### config.mk
export PLATFORM = sky130hd
export DESIGN_NAME = mem_access_ctrl_flat
export DESIGN_NICKNAME = d
export VERILOG_FILES = /design/src/rtl/mem_access_ctrl_if.sv /design/src/rtl/mem_access_ctrl.sv /design/src/flat_wrapper.sv
export SDC_FILE = /design/constraint.sdc
export NUM_CORES = 1
export LEC_CHECK = 0
export ABC_AREA = 1
export BUFFER_PORTS_ARGS = -buffer_cell sky130_fd_sc_hd__buf_4
export CORE_UTILIZATION = 57
export DETAILED_ROUTE_END_ITERATION = 10
export PLACE_DENSITY = 0.89
export SLEW_MARGIN = 20
export SYNTH_ARGS = -nofsm -noshare
export SYNTH_HDL_FRONTEND = slang
export SYNTH_SLANG_ARGS = --single-unit
### constraint.sdc
create_clock -name MEM_ACCESS_CTRL_Clk -period 2.5 [get_ports MEM_ACCESS_CTRL_Clk]
set_input_delay 0.25 -clock MEM_ACCESS_CTRL_Clk [delete_from_list [all_inputs] [get_ports MEM_ACCESS_CTRL_Clk]]
set_output_delay 0.25 -clock MEM_ACCESS_CTRL_Clk [all_outputs]
set_load 0.05 [all_outputs]
### src/rtl/mem_access_ctrl_if.sv
`default_nettype none
// ============================================================================
// Module      : mem_access_ctrl_if
// Description : Bundles the core-side request signals and the RAM-side
//               handshake signals of mem_access_ctrl.
//               slave  = the controller, master = core plus RAM.
// Revision    : 1.0 - initial release
// ============================================================================
interface mem_access_ctrl_if #(
  parameter int ADDR_WIDTH = 10
);
  // Core side
  logic                  MEM_ACCESS_CTRL_Req;
  logic                  MEM_ACCESS_CTRL_We;
  logic [2:0]            MEM_ACCESS_CTRL_Funct3;
  logic [31:0]           MEM_ACCESS_CTRL_Byte_Address;
  logic [31:0]           MEM_ACCESS_CTRL_Write_Data;
  logic [31:0]           MEM_ACCESS_CTRL_Read_Data;
  logic                  MEM_ACCESS_CTRL_Done;
  logic                  MEM_ACCESS_CTRL_Busy;
  logic                  MEM_ACCESS_CTRL_Misalign;
  // RAM side
  logic                  Ram_Read_Ready;
  logic                  Ram_Write_Valid;
  logic [ADDR_WIDTH-1:0] Ram_Address;
  logic [31:0]           Ram_Wdata;
  logic                  Ram_Read_Valid;
  logic                  Ram_Write_Ready;
  logic [31:0]           Ram_Rdata;

  modport slave (
    input  MEM_ACCESS_CTRL_Req, MEM_ACCESS_CTRL_We, MEM_ACCESS_CTRL_Funct3,
    input  MEM_ACCESS_CTRL_Byte_Address, MEM_ACCESS_CTRL_Write_Data,
    output MEM_ACCESS_CTRL_Read_Data, MEM_ACCESS_CTRL_Done,
    output MEM_ACCESS_CTRL_Busy, MEM_ACCESS_CTRL_Misalign,
    output Ram_Read_Ready, Ram_Write_Valid, Ram_Address, Ram_Wdata,
    input  Ram_Read_Valid, Ram_Write_Ready, Ram_Rdata
  );

  modport master (
    output MEM_ACCESS_CTRL_Req, MEM_ACCESS_CTRL_We, MEM_ACCESS_CTRL_Funct3,
    output MEM_ACCESS_CTRL_Byte_Address, MEM_ACCESS_CTRL_Write_Data,
    input  MEM_ACCESS_CTRL_Read_Data, MEM_ACCESS_CTRL_Done,
    input  MEM_ACCESS_CTRL_Busy, MEM_ACCESS_CTRL_Misalign,
    input  Ram_Read_Ready, Ram_Write_Valid, Ram_Address, Ram_Wdata,
    output Ram_Read_Valid, Ram_Write_Ready, Ram_Rdata
  );
endinterface
`default_nettype wire

### src/rtl/mem_access_ctrl.sv
`default_nettype none
// ============================================================================
// Module      : mem_access_ctrl
// Description : Load/store unit between a core and a word-wide RAM with a
//               registered read port. Sub-word stores use read-modify-write;
//               loads extract and sign/zero-extend bytes and halfwords.
//               Optional feature macro: MEM_ACCESS_CTRL_MISALIGN_TRAP_EN
//               (misaligned H/HU/W accesses complete without RAM access and
//               raise Misalign).
// Revision    : 1.0 - initial release
// ============================================================================
module mem_access_ctrl #(
  parameter int ADDR_WIDTH = 10
) (
  input wire               MEM_ACCESS_CTRL_Clk,
  input wire               MEM_ACCESS_CTRL_Reset,
  mem_access_ctrl_if.slave bus
);

  typedef enum logic [2:0] {
    IDLE   = 3'd0,
    RD_REQ = 3'd1,
    RD_CAP = 3'd2,
    WR     = 3'd3,
    DONE   = 3'd4
  } state_t;

  localparam logic [2:0] c_F3_B  = 3'b000;
  localparam logic [2:0] c_F3_H  = 3'b001;
  localparam logic [2:0] c_F3_W  = 3'b010;
  localparam logic [2:0] c_F3_BU = 3'b100;
  localparam logic [2:0] c_F3_HU = 3'b101;

  state_t                r_state;
  state_t                w_next;
  logic                  r_we;
  logic [2:0]            r_funct3;
  logic [1:0]            r_offset;
  logic [15:0]           r_store_data;
  logic [ADDR_WIDTH-1:0] r_ram_address;
  logic [31:0]           r_ram_wdata;
  logic [31:0]           r_read_data;
  logic                  r_misalign;

  logic                  w_f3_valid;
  logic                  w_is_word;
  logic                  w_is_half;
  logic                  w_misalign;
  logic [7:0]            w_byte;
  logic [15:0]           w_half;
  logic [31:0]           w_load_result;
  logic [31:0]           w_merged;

  // Upper address bits beyond the RAM are intentionally ignored.
  wire w_unused = &{1'b0, bus.MEM_ACCESS_CTRL_Byte_Address[31:ADDR_WIDTH+2]};

  // Decode the incoming request's access size.
  always_comb begin
    w_f3_valid = (bus.MEM_ACCESS_CTRL_Funct3 == c_F3_B)  ||
                 (bus.MEM_ACCESS_CTRL_Funct3 == c_F3_H)  ||
                 (bus.MEM_ACCESS_CTRL_Funct3 == c_F3_W)  ||
                 (bus.MEM_ACCESS_CTRL_Funct3 == c_F3_BU) ||
                 (bus.MEM_ACCESS_CTRL_Funct3 == c_F3_HU);
    w_is_word  = (bus.MEM_ACCESS_CTRL_Funct3 == c_F3_W);
    w_is_half  = w_f3_valid && (bus.MEM_ACCESS_CTRL_Funct3[1:0] == 2'b01);
`ifdef MEM_ACCESS_CTRL_MISALIGN_TRAP_EN
    w_misalign = (w_is_half && bus.MEM_ACCESS_CTRL_Byte_Address[0]) ||
                 (w_is_word && (bus.MEM_ACCESS_CTRL_Byte_Address[1:0] != 2'b00));
`else
    // Without trapping, misaligned halfwords/words simply drop the low bits.
    w_misalign = 1'b0;
`endif
  end

  // Select and extend the loaded lane straight from the RAM data port.
  always_comb begin
    w_load_result = '0;
    case (r_offset)
      2'd0:    w_byte = bus.Ram_Rdata[7:0];
      2'd1:    w_byte = bus.Ram_Rdata[15:8];
      2'd2:    w_byte = bus.Ram_Rdata[23:16];
      default: w_byte = bus.Ram_Rdata[31:24];
    endcase
    w_half = r_offset[1] ? bus.Ram_Rdata[31:16] : bus.Ram_Rdata[15:0];
    case (r_funct3)
      c_F3_B:  w_load_result = {{24{w_byte[7]}}, w_byte};
      c_F3_BU: w_load_result = {24'd0, w_byte};
      c_F3_H:  w_load_result = {{16{w_half[15]}}, w_half};
      c_F3_HU: w_load_result = {16'd0, w_half};
      c_F3_W:  w_load_result = bus.Ram_Rdata;
      default: w_load_result = '0;
    endcase
  end

  // Merge the store lane into the word just read back from RAM.
  always_comb begin
    w_merged = bus.Ram_Rdata;
    if (r_funct3[1:0] == 2'b00) begin
      case (r_offset)
        2'd0:    w_merged[7:0]   = r_store_data[7:0];
        2'd1:    w_merged[15:8]  = r_store_data[7:0];
        2'd2:    w_merged[23:16] = r_store_data[7:0];
        default: w_merged[31:24] = r_store_data[7:0];
      endcase
    end else if (r_offset[1]) begin
      w_merged[31:16] = r_store_data;
    end else begin
      w_merged[15:0]  = r_store_data;
    end
  end

  // Next-state decision for the access sequencer.
  always_comb begin
    w_next = r_state;
    case (r_state)
      IDLE: begin
        if (bus.MEM_ACCESS_CTRL_Req) begin
          if (!w_f3_valid || w_misalign)
            w_next = DONE;
          else if (bus.MEM_ACCESS_CTRL_We && w_is_word)
            w_next = WR;
          else
            w_next = RD_REQ;
        end
      end
      RD_REQ:  if (bus.Ram_Read_Valid) w_next = RD_CAP;
      RD_CAP:  w_next = r_we ? WR : DONE;
      WR:      if (bus.Ram_Write_Ready) w_next = DONE;
      DONE:    w_next = IDLE;
      default: w_next = IDLE;
    endcase
  end

  // State register plus request capture, RAM data capture and result update.
  always_ff @(posedge MEM_ACCESS_CTRL_Clk) begin
    if (MEM_ACCESS_CTRL_Reset) begin
      r_state       <= IDLE;
      r_we          <= 1'b0;
      r_funct3      <= '0;
      r_offset      <= '0;
      r_store_data  <= '0;
      r_ram_address <= '0;
      r_ram_wdata   <= '0;
      r_read_data   <= '0;
      r_misalign    <= 1'b0;
    end else begin
      r_state <= w_next;
      case (r_state)
        IDLE: begin
          if (bus.MEM_ACCESS_CTRL_Req) begin
            r_we          <= bus.MEM_ACCESS_CTRL_We;
            r_funct3      <= bus.MEM_ACCESS_CTRL_Funct3;
            r_offset      <= bus.MEM_ACCESS_CTRL_Byte_Address[1:0];
            r_store_data  <= bus.MEM_ACCESS_CTRL_Write_Data[15:0];
            r_ram_address <= bus.MEM_ACCESS_CTRL_Byte_Address[ADDR_WIDTH+1:2];
            r_misalign    <= w_misalign;
            if (bus.MEM_ACCESS_CTRL_We && w_is_word && !w_misalign)
              r_ram_wdata <= bus.MEM_ACCESS_CTRL_Write_Data;
            // Invalid-size load clears the result, visible during DONE.
            if (!bus.MEM_ACCESS_CTRL_We && !w_f3_valid)
              r_read_data <= '0;
          end
        end
        RD_CAP: begin
          // Result is registered on entry to DONE so it is valid with Done.
          if (r_we)
            r_ram_wdata <= w_merged;
          else
            r_read_data <= w_load_result;
        end
        DONE:    r_misalign <= 1'b0;
        default: ;
      endcase
    end
  end

  assign bus.MEM_ACCESS_CTRL_Read_Data = r_read_data;
  assign bus.MEM_ACCESS_CTRL_Done      = (r_state == DONE);
  assign bus.MEM_ACCESS_CTRL_Busy      = (r_state != IDLE);
  assign bus.MEM_ACCESS_CTRL_Misalign  = r_misalign && (r_state == DONE);
  assign bus.Ram_Read_Ready            = (r_state == RD_REQ) || (r_state == RD_CAP);
  assign bus.Ram_Write_Valid           = (r_state == WR);
  assign bus.Ram_Address               = r_ram_address;
  assign bus.Ram_Wdata                 = r_ram_wdata;

endmodule
`default_nettype wire

### src/flat_wrapper.sv
// flat-port wrapper written by rule: the top's interface ports become plain ports
module mem_access_ctrl_flat 
#(
  parameter int ADDR_WIDTH = 10
)
  (MEM_ACCESS_CTRL_Clk, MEM_ACCESS_CTRL_Reset, bus_MEM_ACCESS_CTRL_Req, bus_MEM_ACCESS_CTRL_We, bus_MEM_ACCESS_CTRL_Funct3, bus_MEM_ACCESS_CTRL_Byte_Address, bus_MEM_ACCESS_CTRL_Write_Data, bus_MEM_ACCESS_CTRL_Read_Data, bus_MEM_ACCESS_CTRL_Done, bus_MEM_ACCESS_CTRL_Busy, bus_MEM_ACCESS_CTRL_Misalign, bus_Ram_Read_Ready, bus_Ram_Write_Valid, bus_Ram_Address, bus_Ram_Wdata, bus_Ram_Read_Valid, bus_Ram_Write_Ready, bus_Ram_Rdata);
  mem_access_ctrl_if #(.ADDR_WIDTH(ADDR_WIDTH)) bus_i ();
  input wire MEM_ACCESS_CTRL_Clk;
  input wire MEM_ACCESS_CTRL_Reset;
  input wire logic [$bits(bus_i.MEM_ACCESS_CTRL_Req)-1:0] bus_MEM_ACCESS_CTRL_Req;
  input wire logic [$bits(bus_i.MEM_ACCESS_CTRL_We)-1:0] bus_MEM_ACCESS_CTRL_We;
  input wire logic [$bits(bus_i.MEM_ACCESS_CTRL_Funct3)-1:0] bus_MEM_ACCESS_CTRL_Funct3;
  input wire logic [$bits(bus_i.MEM_ACCESS_CTRL_Byte_Address)-1:0] bus_MEM_ACCESS_CTRL_Byte_Address;
  input wire logic [$bits(bus_i.MEM_ACCESS_CTRL_Write_Data)-1:0] bus_MEM_ACCESS_CTRL_Write_Data;
  output wire logic [$bits(bus_i.MEM_ACCESS_CTRL_Read_Data)-1:0] bus_MEM_ACCESS_CTRL_Read_Data;
  output wire logic [$bits(bus_i.MEM_ACCESS_CTRL_Done)-1:0] bus_MEM_ACCESS_CTRL_Done;
  output wire logic [$bits(bus_i.MEM_ACCESS_CTRL_Busy)-1:0] bus_MEM_ACCESS_CTRL_Busy;
  output wire logic [$bits(bus_i.MEM_ACCESS_CTRL_Misalign)-1:0] bus_MEM_ACCESS_CTRL_Misalign;
  output wire logic [$bits(bus_i.Ram_Read_Ready)-1:0] bus_Ram_Read_Ready;
  output wire logic [$bits(bus_i.Ram_Write_Valid)-1:0] bus_Ram_Write_Valid;
  output wire logic [$bits(bus_i.Ram_Address)-1:0] bus_Ram_Address;
  output wire logic [$bits(bus_i.Ram_Wdata)-1:0] bus_Ram_Wdata;
  input wire logic [$bits(bus_i.Ram_Read_Valid)-1:0] bus_Ram_Read_Valid;
  input wire logic [$bits(bus_i.Ram_Write_Ready)-1:0] bus_Ram_Write_Ready;
  input wire logic [$bits(bus_i.Ram_Rdata)-1:0] bus_Ram_Rdata;
  assign bus_i.MEM_ACCESS_CTRL_Req = bus_MEM_ACCESS_CTRL_Req;
  assign bus_i.MEM_ACCESS_CTRL_We = bus_MEM_ACCESS_CTRL_We;
  assign bus_i.MEM_ACCESS_CTRL_Funct3 = bus_MEM_ACCESS_CTRL_Funct3;
  assign bus_i.MEM_ACCESS_CTRL_Byte_Address = bus_MEM_ACCESS_CTRL_Byte_Address;
  assign bus_i.MEM_ACCESS_CTRL_Write_Data = bus_MEM_ACCESS_CTRL_Write_Data;
  assign bus_MEM_ACCESS_CTRL_Read_Data = bus_i.MEM_ACCESS_CTRL_Read_Data;
  assign bus_MEM_ACCESS_CTRL_Done = bus_i.MEM_ACCESS_CTRL_Done;
  assign bus_MEM_ACCESS_CTRL_Busy = bus_i.MEM_ACCESS_CTRL_Busy;
  assign bus_MEM_ACCESS_CTRL_Misalign = bus_i.MEM_ACCESS_CTRL_Misalign;
  assign bus_Ram_Read_Ready = bus_i.Ram_Read_Ready;
  assign bus_Ram_Write_Valid = bus_i.Ram_Write_Valid;
  assign bus_Ram_Address = bus_i.Ram_Address;
  assign bus_Ram_Wdata = bus_i.Ram_Wdata;
  assign bus_i.Ram_Read_Valid = bus_Ram_Read_Valid;
  assign bus_i.Ram_Write_Ready = bus_Ram_Write_Ready;
  assign bus_i.Ram_Rdata = bus_Ram_Rdata;
  mem_access_ctrl #(.ADDR_WIDTH(ADDR_WIDTH)) u_core (.MEM_ACCESS_CTRL_Clk(MEM_ACCESS_CTRL_Clk), .MEM_ACCESS_CTRL_Reset(MEM_ACCESS_CTRL_Reset), .bus(bus_i));
endmodule
==> results.toml <==
[detailed_routing]
drtIter0Drc = 758
routed_via_density = 5.37
post_drt_wl_per_cell_um = 14.1
vias = 7216
drcViolationCount = 0
antenna_left = 0
drt_wl_total_um = 18900
dr.pass1.iters = 6

[power_and_ir_drop]
switching_share_pct = 42.3
pwr_density_cell_nw_per_um2 = 748
worst_ir_drop_vdd_uv = 516
switchingPower_mw = 2.43
p_leak_nw = 4.00
pwr-share-clk_pct = 23.9
seq_power_share_pct = 32.7
p_int_mw = 3.32
comb_power_share_pct = 43.4

[clocking]
cts_tree = "done"
numCtsBuffers = 9
clk_pin_slew_ns = 0.10
clock_latency_ns = 0.38
h-tree-depth = 3
cts.sinks = 99
cts_buffer_depth = 2
hold_buffers = 0
ctsRootBufferMaster = "clkbuf_8"
post-cts-setup-buffer-count = 0
ctsResizeCount = 0

[critical_path]
r2r_cells = 7
r2r-end = "u_core.bus.Ram_Wdata[22]"
required_ns = 2.76
cp.depth = 7
cp-startpoint = "u_core.r_offset[1]"
path_cells = "inv_2 > nor2_1 > nand2_1 > nand3_1 > nand3_1 > nand2_1 > a21oi_1"
cp.arrival_ns = 2.25
crit_type = "register to register"
slowest_stage = "dfxtp_2"
cp_max_fo = 25
crit_buf_inv = 1
cp-start-kind = "register"
rrSetupSlack_ns = 0.51
timing.rr.start = "u_core.r_offset[1]"
crit_family = "simple AND/OR/NAND/NOR gates"
max_stage_delay_ns = 0.59
endpoint_kind = "register"

[timing]
clock_skew_ns = 0.0147
fin_crit_sh_pct = 79.7
period_needed_ns = 1.99
hold_viol = 0
setup_violations = 0
fmax_mhz = 502
grt_setup_unrepaired = "false"
setup_ws_ns = 0.507
fin_setup_tns_ns = 0
report.final.slew_viol_count = 0
max-slew-margin-rel_pct = 53.0
tightestPinTransition_ns = 0.704

[job]
maxCapViolations = 0

[floorplan]
core-area_um2 = 10400
initial_utilization_pct = 59.5
fp.dieW_um = 106
rows = 37
ios = 184
die_area_um2 = 11300
die_h_um = 106

[grt]
grt_pass1_vias = 6388
grt_max_degree = 64
track_usage_pct = 33.2
overflow = 0
antenna_found_initial = 0
grt_pass1_wl_um = 30000

[logic_synthesis]
synth_cell_types = 20
synth_area_leaders = "dfxtp_1 32%, nand2_1 25%, nand3_1 12%, a21oi_1 8.0%, inv_1 6.3%"
yosysTopAreaCell = "dfxtp_1"
syn_area_per_cell_um2 = 5.74
synth_top_area_share_pct = 32.0
seq_area_frac_synth_pct = 32.0
ys_warn_count = 0
synth-seq-cells = 99
syn-num-nets = 1185
syn_area_um2 = 6200
syn_inst = 1080

[place]
dp_cells = 1328
gp_congestion = 0.962
dp_hpwl_um = 13500
dp_slack_ns = 0.438
numPortBuffers = 162

[run_status]
status = "complete, no violations"

[worst_hold_path]
worstHoldPathCells = 3
hold_path_class = "input port to register"
hold-path-endpoint = "u_core.bus.Ram_Address[2]"
hold_start = "bus_MEM_ACCESS_CTRL_Byte_Address[4]"

[layout]
area_growth_syn_to_layout_pct = 24.1
final_util_pct = 73.9
drive_gt1_share_pct = 19.3
fillers = 927
finalNonFillerCells = 1344
num_antenna_cells = 0
layout.nets = 1308
[cells in the final DEF (no fill, tap or decap), types with 4 or more instances in the layout]
cell	n
a21oi_1	99
buf_4	176
bufinv_16	4
clkbuf_8	9
dfxtp_1	98
inv_1	104
nand2_1	407
nand3_1	142
nor2_1	74
nor2_4	4
o21ai_0	42
or2_1	5
or2_2	27
[stage by stage]
step	cell area, um2	hold WS [ns]	total power [mW]
CTS	7680	0.114	5.71
detailed placement	7420	0.456	4.36
global placement	7420	0.453	4.32
finish	7690	0.116	5.75
floorplan	6200	0.395	3.72
global route	7690	0.112	6.08
[worst reg2reg max path: cells and delay by family, from the launching register on]
kind            cells  cell delay (ns)
simple gates        5             0.93
flops               1             0.59
buf+inv             1             0.31
compound gates      1             0.06
[synth_stat cells (all sizes together)]
cell type / number
nand2: 409
o21ai: 42
clkinv: 1
or2: 32
dfxtp: 99
conb: 1
a21oi: 99
nor2: 80
inv: 107
clkbuf: 24
nand3: 143
buf: 42
nor3: 1
[how the worst max path moves through the flow]
| stage | endpoint | slack, ns |
|---|---|---|
| final | u_core.bus.Ram_Wdata[22] | 0.51 |
| after global routing | u_core.bus.Ram_Wdata[31] | 0.34 |
| after CTS | u_core.bus.MEM_ACCESS_CTRL_Read_Data[3] | 0.41 |
| after detailed placement | u_core.bus.MEM_ACCESS_CTRL_Read_Data[3] | 0.44 |
| after global placement | u_core.bus.Ram_Wdata[20] | 0.58 |
| after floorplan | u_core.r_state[2] | 0.75 |
[sequential cells by signal, indices dropped and copies added, names as in the netlist]
register / count
u_core.bus.MEM_ACCESS_CTRL_Read_Data: 32
u_core.bus.Ram_Wdata: 32
u_core.r_store_data: 16
u_core.bus.Ram_Address: 10
u_core.r_funct3: 3
u_core.r_state: 3
u_core.r_offset: 2
u_core.r_we: 1
[cell type report]
| type | count | area [um2] | area share, % |
|---|---|---|---|
| multi-input combinational | 807 | 3510 | 45.6 |
| clock inverter | 6 | 136 | 1.77 |
| tap | 136 | 170 | 2.21 |
| inverter | 108 | 405 | 5.27 |
| clock buffer | 10 | 128 | 1.66 |
| sequential | 99 | 1980 | 25.8 |
| timing repair buffer | 178 | 1360 | 17.7 |
[per-layer routing]
layer	vias to the layer above	track usage, %	wire, um
li1	3616	-	-
met3	73	7.17	2060
met5	-	0	0
met1	3136	43.5	7770
met4	0	14.4	725
met2	391	52.5	8380
[power groups by stage]
stage	clock, mW	sequential (mW)	combinational, mW
final	1.37	1.88	2.50
after global routing	1.45	1.91	2.73
after CTS	1.38	1.88	2.46
after detailed placement	0	1.91	2.45
after global placement	0	1.91	2.42
after floorplan	0	2.32	1.39
[cells by family after synthesis]
family                 Yosys count  share of synthesized area (%)
DFF                             99                           32.0
other                            1                         0.0605
AOI/OAI and AO/OA              141                           11.4
and+or+nand+nor                665                           44.9
buffers and inverters          174                           11.7
No activity file was read; power rests on OpenSTA's default activity.
